<file path="src/rtl/wb_master_pkg.sv">
// Shared types and the address-derived data pattern for the Wishbone burst master.
package wb_master_pkg;

  typedef enum logic [1:0] {
    ST_IDLE = 2'd0,
    ST_BEAT = 2'd1,
    ST_DONE = 2'd2
  } wb_state_e;

  // Widest address/data the pattern helper supports; callers cast in and out.
  localparam int PAT_W = 64;

  function automatic logic [PAT_W-1:0] wb_pattern(input logic [PAT_W-1:0] addr,
                                                  input logic [31:0]      seed);
    return addr ^ PAT_W'(seed);
  endfunction

endpackage

</file>
<file path="src/rtl/wb_ack_watchdog.sv">
// Counts cycles spent waiting for a Wishbone ack and flags the terminal count.
module wb_ack_watchdog #(
  parameter int TIMEOUT = 1024
) (
  input  logic clk,
  input  logic rst_n,
  input  logic clr,
  input  logic run,
  input  logic ack,
  output logic expired
);
  localparam int            CW   = $clog2(TIMEOUT) + 1;
  localparam logic [CW-1:0] TERM = CW'(TIMEOUT - 32'sd1);

  logic [CW-1:0] cnt_r;

  // Wait counter: restarts on every new command and every ack, parks at terminal count.
  always_ff @(posedge clk or negedge rst_n) begin
    if (!rst_n) begin
      cnt_r <= '0;
    end else if (clr || ack) begin
      cnt_r <= '0;
    end else if (run && (cnt_r != TERM)) begin
      cnt_r <= cnt_r + CW'(1'b1);
    end else begin
      cnt_r <= cnt_r;
    end
  end

  // An ack in the terminal cycle wins over the timeout.
  assign expired = run && !ack && (cnt_r == TERM);

endmodule

</file>
<file path="src/rtl/wb_burst_master.sv">
// Wishbone classic burst master: writes incrementing bursts of an address-derived
// pattern, or reads them back and keeps mismatch/timeout statistics.
module wb_burst_master
  import wb_master_pkg::*;
#(
  parameter int          DW      = 32,
  parameter int          AW      = 32,
  parameter int          LEN_W   = 8,
  parameter int          TIMEOUT = 1024,
  parameter logic [31:0] SEED    = 32'hA5A5_0000
) (
  input  logic             wb_clk_i,
  input  logic             RESETN,
  input  logic             cmd_valid_i,
  output logic             cmd_ready_o,
  input  logic             cmd_we_i,
  input  logic [AW-1:0]    cmd_addr_i,
  input  logic [LEN_W-1:0] cmd_len_i,
  output logic             wb_cyc_o,
  output logic             wb_stb_o,
  output logic             wb_we_o,
  output logic [AW-1:0]    wb_addr_o,
  output logic [DW/8-1:0]  wb_sel_o,
  output logic [DW-1:0]    wb_dat_o,
  input  logic [DW-1:0]    wb_dat_i,
  input  logic             wb_ack_i,
  output logic             done_o,
  input  logic             clr_stats_i,
  output logic [15:0]      err_cnt_o,
  output logic [AW-1:0]    first_err_addr_o,
  output logic             timeout_o
);
  localparam int            SW        = DW / 8;
  localparam logic [AW-1:0] ADDR_MASK = ~AW'(2'b11);
  localparam logic [AW-1:0] ADDR_STEP = AW'(SW);

  wb_state_e        state_r;
  logic             cmd_ready_r;
  logic             cyc_r;
  logic             stb_r;
  logic             we_r;
  logic [AW-1:0]    addr_r;
  logic [SW-1:0]    sel_r;
  logic [DW-1:0]    dat_r;
  logic             done_r;
  logic [LEN_W-1:0] len_r;
  logic [LEN_W-1:0] beat_r;
  logic [15:0]      err_cnt_r;
  logic [AW-1:0]    first_err_r;
  logic             timeout_r;

  logic             accept_s;
  logic             in_beat_s;
  logic             ack_s;
  logic             last_s;
  logic             mismatch_s;
  logic             expired_s;
  logic [AW-1:0]    start_addr_s;
  logic [AW-1:0]    next_addr_s;
  logic [DW-1:0]    start_dat_s;
  logic [DW-1:0]    next_dat_s;

  assign accept_s     = (state_r == ST_IDLE) && cmd_ready_r && cmd_valid_i;
  assign in_beat_s    = (state_r == ST_BEAT);
  assign ack_s        = in_beat_s && cyc_r && stb_r && wb_ack_i;
  assign last_s       = (beat_r == len_r);
  assign mismatch_s   = ack_s && !we_r && (wb_dat_i != dat_r);
  assign start_addr_s = cmd_addr_i & ADDR_MASK;
  assign next_addr_s  = addr_r + ADDR_STEP;
  // dat_r doubles as the expected read data, so it follows the address in both directions.
  assign start_dat_s  = DW'(wb_pattern(PAT_W'(start_addr_s), SEED));
  assign next_dat_s   = DW'(wb_pattern(PAT_W'(next_addr_s), SEED));

  wb_ack_watchdog #(
    .TIMEOUT (TIMEOUT)
  ) u_watchdog (
    .clk     (wb_clk_i),
    .rst_n   (RESETN),
    .clr     (accept_s),
    .run     (in_beat_s),
    .ack     (ack_s),
    .expired (expired_s)
  );

  // Burst sequencer with all bus-facing outputs registered.
  always_ff @(posedge wb_clk_i or negedge RESETN) begin
    if (!RESETN) begin
      state_r     <= ST_IDLE;
      cmd_ready_r <= 1'b1;
      cyc_r       <= 1'b0;
      stb_r       <= 1'b0;
      we_r        <= 1'b0;
      addr_r      <= '0;
      sel_r       <= '0;
      dat_r       <= '0;
      done_r      <= 1'b0;
      len_r       <= '0;
      beat_r      <= '0;
    end else begin
      case (state_r)
        ST_IDLE: begin
          done_r <= 1'b0;
          if (accept_s) begin
            state_r     <= ST_BEAT;
            cmd_ready_r <= 1'b0;
            cyc_r       <= 1'b1;
            stb_r       <= 1'b1;
            we_r        <= cmd_we_i;
            addr_r      <= start_addr_s;
            sel_r       <= {SW{1'b1}};
            dat_r       <= start_dat_s;
            len_r       <= cmd_len_i;
            beat_r      <= '0;
          end else begin
            cmd_ready_r <= 1'b1;
          end
        end
        ST_BEAT: begin
          if (ack_s && !last_s) begin
            addr_r <= next_addr_s;
            dat_r  <= next_dat_s;
            beat_r <= beat_r + LEN_W'(1'b1);
          end else if (ack_s || expired_s) begin
            state_r <= ST_DONE;
            cyc_r   <= 1'b0;
            stb_r   <= 1'b0;
            we_r    <= 1'b0;
            sel_r   <= '0;
            done_r  <= 1'b1;
          end else begin
            state_r <= ST_BEAT;
          end
        end
        ST_DONE: begin
          state_r     <= ST_IDLE;
          done_r      <= 1'b0;
          cmd_ready_r <= 1'b1;
        end
        default: begin
          state_r     <= ST_IDLE;
          cyc_r       <= 1'b0;
          stb_r       <= 1'b0;
          we_r        <= 1'b0;
          sel_r       <= '0;
          done_r      <= 1'b0;
          cmd_ready_r <= 1'b1;
        end
      endcase
    end
  end

  // Statistics: the clear dominates any same-cycle mismatch or timeout.
  always_ff @(posedge wb_clk_i or negedge RESETN) begin
    if (!RESETN) begin
      err_cnt_r   <= 16'h0000;
      first_err_r <= '0;
      timeout_r   <= 1'b0;
    end else if (clr_stats_i) begin
      err_cnt_r   <= 16'h0000;
      first_err_r <= '0;
      timeout_r   <= 1'b0;
    end else begin
      if (mismatch_s && (err_cnt_r != 16'hFFFF)) begin
        err_cnt_r <= err_cnt_r + 16'h0001;
      end
      if (mismatch_s && (err_cnt_r == 16'h0000)) begin
        first_err_r <= addr_r;
      end
      if (expired_s) begin
        timeout_r <= 1'b1;
      end
    end
  end

  assign cmd_ready_o      = cmd_ready_r;
  assign wb_cyc_o         = cyc_r;
  assign wb_stb_o         = stb_r;
  assign wb_we_o          = we_r;
  assign wb_addr_o        = addr_r;
  assign wb_sel_o         = sel_r;
  assign wb_dat_o         = dat_r;
  assign done_o           = done_r;
  assign err_cnt_o        = err_cnt_r;
  assign first_err_addr_o = first_err_r;
  assign timeout_o        = timeout_r;

endmodule
</file>
<file path="config.mk">
export PLATFORM = sky130hd
export DESIGN_NAME = wb_burst_master
export DESIGN_NICKNAME = d
export VERILOG_FILES = /design/src/rtl/wb_master_pkg.sv /design/src/rtl/wb_ack_watchdog.sv /design/src/rtl/wb_burst_master.sv
export SDC_FILE = /design/constraint.sdc
export NUM_CORES = 1
export LEC_CHECK = 0
export CAP_MARGIN = 15
export CORE_ASPECT_RATIO = 1.5
export CORE_UTILIZATION = 35
export DETAILED_ROUTE_END_ITERATION = 10
export HOLD_SLACK_MARGIN = 0.08
export PLACE_DENSITY_LB_ADDON = 0.1
export RECOVER_POWER = 100
export SYNTH_ARGS = -nofsm -noshare
export SYNTH_HDL_FRONTEND = slang
export SYNTH_HIERARCHICAL = 1
export SYNTH_SLANG_ARGS = --single-unit
</file>
<file path="constraint.sdc">
create_clock -name wb_clk_i -period 3.3 [get_ports wb_clk_i]
set_input_delay 0.66 -clock wb_clk_i [delete_from_list [all_inputs] [get_ports wb_clk_i]]
set_output_delay 0.66 -clock wb_clk_i [all_outputs]
set_load 0.005 [all_outputs]
</file>
# Yosys cells after proc, flatten, opt, wreduce, memory -nomap -nowiden
# Cells that the tools add are included.
# word_totals
output_inout_bits	122
inputBits	78
word_cells	98
register_bits	150
# classes
n_mux	36
reduce_logical	30
n_eq_ne	11
bitwise	3
addsub	4
# op_table
op	n
$mux 32	6
$pmux 32 s2	2
$add 32x3->32 const B	1
$mux 16	2
$ne 32x32->1	1
$mux 11	2
$add 16x1->16 const B	1
$logic_not 16->1	1
$mux 8	2
$ne 16x16->1 const B	1
$not 8->8	2
$pmux 8 s2	1
$logic_and 1x1->1	13
$mux 4	3
$pmux 4 s3	1
$add 11x1->11 const B	1
$eq 11x10->1 const B	1
$ne 11x10->1 const B	1
$mux 1	10
$reduce_bool 2->1	5
$add 8x1->8 const B	1
$eq 8x8->1	1
$mux 2	3
$ne 2x1->1 const B	3
13 further kinds	19

# Depth between registers and ports, before layout
# depth
depth_word	11
ltp_mapped	11

# Modules after synthesis
# Netlist, hierarchy kept.
# modules_own_cells
module	instances	cells_per_inst	area_per_inst_um2	seq_area_each_um2
wb_burst_master	1	670	6211.0	2728.9
wb_ack_watchdog	1	65	626.9	275.3

# Worst setup path after synthesis
# No wires, ideal clock.
# synth_timing
path_kind	register to register
from	register state_r[1]
to	register we_r (netlist: wb_we_o)
path_buffers	2
t_arrival_ns	2.445
path_stages_with_launch	12
required_time_ns	3.179
setup_time_ns	0.121
path_slack_ns	0.734
cell_sequence	dfrtp_1 nand2b_1 inv_2 clkbuf_1 clkbuf_1 and4_2 nand2_1 nor4_1 o31ai_1 nand2_1 nand2_1 a22o_1
# synth_via
elab_chain_cells	10
# synth_rtl
item	line	source
start, declared	wb_burst_master.sv:37	wb_state_e state_r;
start signal, assigned	wb_burst_master.sv:88	state_r <= ST_IDLE;
start signal, assigned	wb_burst_master.sv:104	state_r <= ST_BEAT;
start signal, assigned	wb_burst_master.sv:124	state_r <= ST_DONE;
$eq 2x1->1 *	wb_burst_master.sv:64	assign in_beat_s = (state_r == ST_BEAT);
named net in_beat_s	wb_burst_master.sv:53	logic in_beat_s;
$logic_and 1x1->1 (3 in a row)	wb_burst_master.sv:65	assign ack_s = in_beat_s && cyc_r && stb_r && wb_ack_i;
$logic_not 1->1	wb_ack_watchdog.sv:31	assign expired = run && !ack && (cnt_r == TERM);
$logic_and 1x1->1 * (2 in a row)	wb_ack_watchdog.sv:31	
named net expired_s	wb_burst_master.sv:57	logic expired_s;
$logic_or 1x1->1 *	wb_burst_master.sv:123	end else if (ack_s || expired_s) begin
$ne 2x1->1 (no line) *	n/a	
$reduce_and 4->1 (no line) *	n/a	
end signal, assigned	wb_burst_master.sv:108	we_r <= cmd_we_i;
end, declared	wb_burst_master.sv:41	logic we_r;
# Mark *: on every way through the listed nets, which the timed path passes. The rest lies on a longest branch.
# A chain may end at the register's enable or synchronous reset.

# Final worst setup path
# layout_timing
from	input wb_dat_i[8]
to	register err_cnt_r[14] (netlist: err_cnt_o[14])
# layout_via
elab_chain_cells	4
# layout_rtl
item	line	source
start, declared	wb_burst_master.sv:25	input logic [DW-1:0] wb_dat_i,
$ne 32x32->1	wb_burst_master.sv:67	assign mismatch_s = ack_s && !we_r && (wb_dat_i != dat_r);
$logic_and 1x1->1	wb_burst_master.sv:67	
$logic_and 1x1->1	wb_burst_master.sv:163	if (mismatch_s && (err_cnt_r != 16'hFFFF)) begin
$reduce_bool 2->1 (no line)	n/a	
end signal, assigned	wb_burst_master.sv:164	err_cnt_r <= err_cnt_r + 16'h0001;
end, declared	wb_burst_master.sv:48	logic [15:0] err_cnt_r;
# Every way passes these cells.

==> results.yml <==
outcome:
  status: "finished with violations"
  violations: "max-capacitance violations, max-slew violations"
clock_network:
  root_buffer: "clkbuf_16"
  cts_made_buffers: 17
  htree_levels: 4
  clk_pin_slew_worst_paths_ns: 0.06
  postCtsSetupRepairBufs: 0
  cts-resized-gates: 0
  clkLatencyLatePin_ns: 0.42
  hold_buffers: 0
  cts.sink_count: 120
  cts_tree: "built"
  clockBufferDepth: 2
power_and_ir_drop:
  seq_power_share: 0.324
  peakVddDrop_mv: 0.400
  switchingPower_mw: 2.88
  p_int_mw: 4.84
  switching_share: 0.373
  pwr-share-clk: 0.276
  cellPowerDensity_nw_per_um2: 815
  cellLeakagePower_nw: 4.03
  p_comb_frac: 0.400
critical_path:
  worstPathRequired_ns: 3.61
  endpoint: "err_cnt_o[14]"
  cp_max_fo: 10
  end_kind: "flop"
  worstSetupStartpoint: "wb_dat_i[8]"
  r2r_end: "err_cnt_o[14]"
  worst-setup-path-type: "in -> reg"
  rrSetupSlack_ns: 0.39
  rr_startpoint: "wb_dat_o[14]"
  cp.arrival_ns: 3.23
  start_kind: "input port"
  worstRegToRegCells: 9
placed_design:
  gp_congestion: 0.863
  hpwl_mm: 16.0
  place_ws_ns: 0.172
  portBuffers: 195
  post_dp_cell_area_um2: 8870
sta:
  whs_ns: 0.496
  timing.fmax_mhz: 342
  rsz0062_at_grt: "false"
  tns_ns: 0
  slew_viol_final: 42
  setup_ws_ns: 0.380
  setup_viol: 0
  fin_crit_ns: 2.92
  relSlewSlack: -0.664
  final_hold_viol_count: 0
  fin_skew_ns: 0.00857
  tightest_slew_ns: 2.50
  finalCritPeriodShare: 0.885
synthesis:
  ys_warn_count: 6
  yosysSeqAreaShare: 0.439
  ys.flop_type: "dfrtp_1"
  synth_top_area_frac: 0.435
  synth_cell_types: 78
  synthTopCellsByArea: "dfrtp_1 44%, mux2i_1 5.1%, nor2_1 5.1%"
  synth_top_cell_by_area: "dfrtp_1"
  avgSynthCellArea_um2: 9.30
  synth_area_um2: 6840
  synth_cells: 735
  synth_edf_count: 0
  async_flop_share: 1.00
  ys_ff_latch: 120
floorplanning:
  die_y_um: 173
  rows: 62
  die_x_um: 116
  core_region_area_um2: 19200
  initial_core_util: 0.357
  io_pins: 200
  die_area_um2: 20100
global_route:
  use_met1: 0.267
  antenna_found_initial: 1
  grt_use_total: 0.227
  grt_pass1_vias: 6238
  use_met2: 0.399
  use_met3: 0.0298
  grt_first_pass_wirelength_mm: 34.5
  overflow: 0
  gr-max-usage-layer: "met2"
  grt_max_degree: 55
route:
  wl_per_cell_um: 18.6
  drt_iter0_markers: 381
  drcViolationCount: 0
  via_count: 6157
  routed_wl_mm: 21.8
  ant_nets: 0
  first_pass_iters: 4
  viasPerCell: 5.27
cells_and_area:
  final_cell_area_um2: 9470
  synthToLayoutAreaGrowth_pct: 38.4
  nets: 982
  fillers: 1897
  drive_gt1_frac: 0.0822
min_path:
  min_path_type: "reg -> reg"
  hold_start: "len_r[7]"
job:
  maxCapViolations: 1
## cell usage after synthesis (3+ instances only)
cell      count
and3_1        9
mux2_1        7
buf_4        39
clkbuf_1     19
nand2b_1      6
and2_1        5
nor3_1       14
or3_1         3
o31ai_1       8
o22ai_1       8
mux2i_1      35
nor3_2        3
nand4_1      22
nor2_1       93
ha_1          5
xor2_1       21
nor2b_1       6
inv_1         7
o21ai_1       8
buf_2        16
or4_1         5
a31oi_1       6
o211ai_1      3
o22a_1        5
o21ai_0      18
xnor2_1      32
nand3_1      26
nor4_1        8
a22oi_1       3
dfrtp_1     119
a211oi_1      5
and4_1        3
nand2_1      67
o221a_2       3
a21oi_1      44
## registers in the layout, summed over array words and instances (netlist names), 2 cells and up
name,count
wb_dat_o,31
state_r,2
u_watchdog/cnt_r,11
len_r,8
wb_addr_o,8
first_err_addr_o,31
err_cnt_o,16
beat_r,8
## kinds of logic (layout without fill, tap and decap cells)
| logic type | after synthesis | count (layout) | synth area share |
|---|---|---|---|
| xor gates and xnor gates | 53 | 53 | 0.0679 |
| and+or+nand+nor | 290 | 290 | 0.213 |
| muxes | 43 | 43 | 0.0644 |
| AOI/OAI and AO/OA | 137 | 137 | 0.134 |
| buffers and inverters | 86 | 262 | 0.0715 |
| adders and majority gates | 5 | 5 | 0.00915 |
| other | 1 | 3 | 0.000548 |
| DFF | 120 | 120 | 0.439 |
## metal layers
metal,vias up,wire (um)
met4,0,837
met3,40,868
met5,-,0
met2,203,11500
met1,3009,8570
li1,2905,-
## cell type report
| cell class | instances | area (um^2) | area share |
|---|---|---|---|
| multi-input combinational | 530 | 3330 | 0.352 |
| sequential | 120 | 3000 | 0.317 |
| timing repair buffer | 220 | 2090 | 0.221 |
| clock buffer | 22 | 484 | 0.0511 |
| tap | 256 | 320 | 0.0338 |
| clock inverter | 10 | 189 | 0.0200 |
| inverter | 10 | 37.5 | 0.00397 |
| antenna | 1 | 2.50 | 0.000264 |
## cell usage in the layout, fill, tap and decap left out, types with 3 or more instances in the layout
cell type        Yosys  final
a21oi_1             44     44
a211oi_1             5      5
nor4_1               8      9
or4_1                5      5
nand4_1             22     22
xnor2_1             32     32
mux2i_1             35     35
nand3_1             26     26
nand2b_1             6      6
buf_4               39     11
o21ai_1              8      3
nor2_1              93     92
nor3_1              14     14
o21ai_0             18     23
mux2_1               7      7
xor2_1              21     21
dlygate4sd3_1        0    115
or3_1                3      3
o22ai_1              8      8
ha_1                 5      5
and4_1               3      3
a22oi_1              3      3
and3_1               9      9
dfrtp_1            119    119
and2_1               5      4
bufinv_16            0      5
clkbuf_1            19     13
a31oi_1              6      6
o211ai_1             3      3
clkbuf_8             0      4
clkbuf_16            0     17
o221a_2              3      3
o22a_1               5      5
o31ai_1              8      8
nor2b_1              6      6
nand2_1             67     67
clkdlybuf4s50_1      0     78
inv_1                7      8
nor3_2               3      3
## worst min-delay path by stage
stage | to | cells past startpoint | slack (ns)
floorplan | beat_r[0] | 0 | 0.36
global placement | len_r[2] | 2 | 0.48
detailed placement | len_r[7] | 2 | 0.48
CTS | wb_addr_o[26] | 1 | 0.25
global route | len_r[7] | 2 | 0.53
finish | len_r[7] | 2 | 0.50
## worst max-delay path, cell delays in order
cell and delay [ns]:
clkdlybuf4s50_1 0.48, xnor2_1 0.12, nand4_1 0.15, nor4_1 0.55
buf_4 0.21, and3_1 0.38, clkbuf_1 0.36, nor4_1 0.12
o21ba_2 0.21
## power by group through the flow
| stage | Clock (mW) | Combinational (mW) | Sequential (mW) |
|---|---|---|---|
| 5_1_grt | 2.23 | 3.40 | 2.59 |
| 3_5_place_dp | 0 | 3.33 | 2.56 |
| 6_report | 2.13 | 3.08 | 2.50 |
| 2_1_floorplan | 0 | 2.00 | 2.33 |
| 4_1_cts | 2.17 | 3.35 | 2.54 |
| 3_3_place_gp | 0 | 3.29 | 2.54 |
## per-stage QoR
stage,power [mW],cells,utilization
floorplan,4.33,736,-
global placement,5.83,1136,0.463
detailed placement,5.89,1136,0.463
CTS,8.06,1168,0.498
global route,8.22,1169,0.494
finish,7.72,1169,0.494
Note: power is estimated with default switching activity, not from simulation.
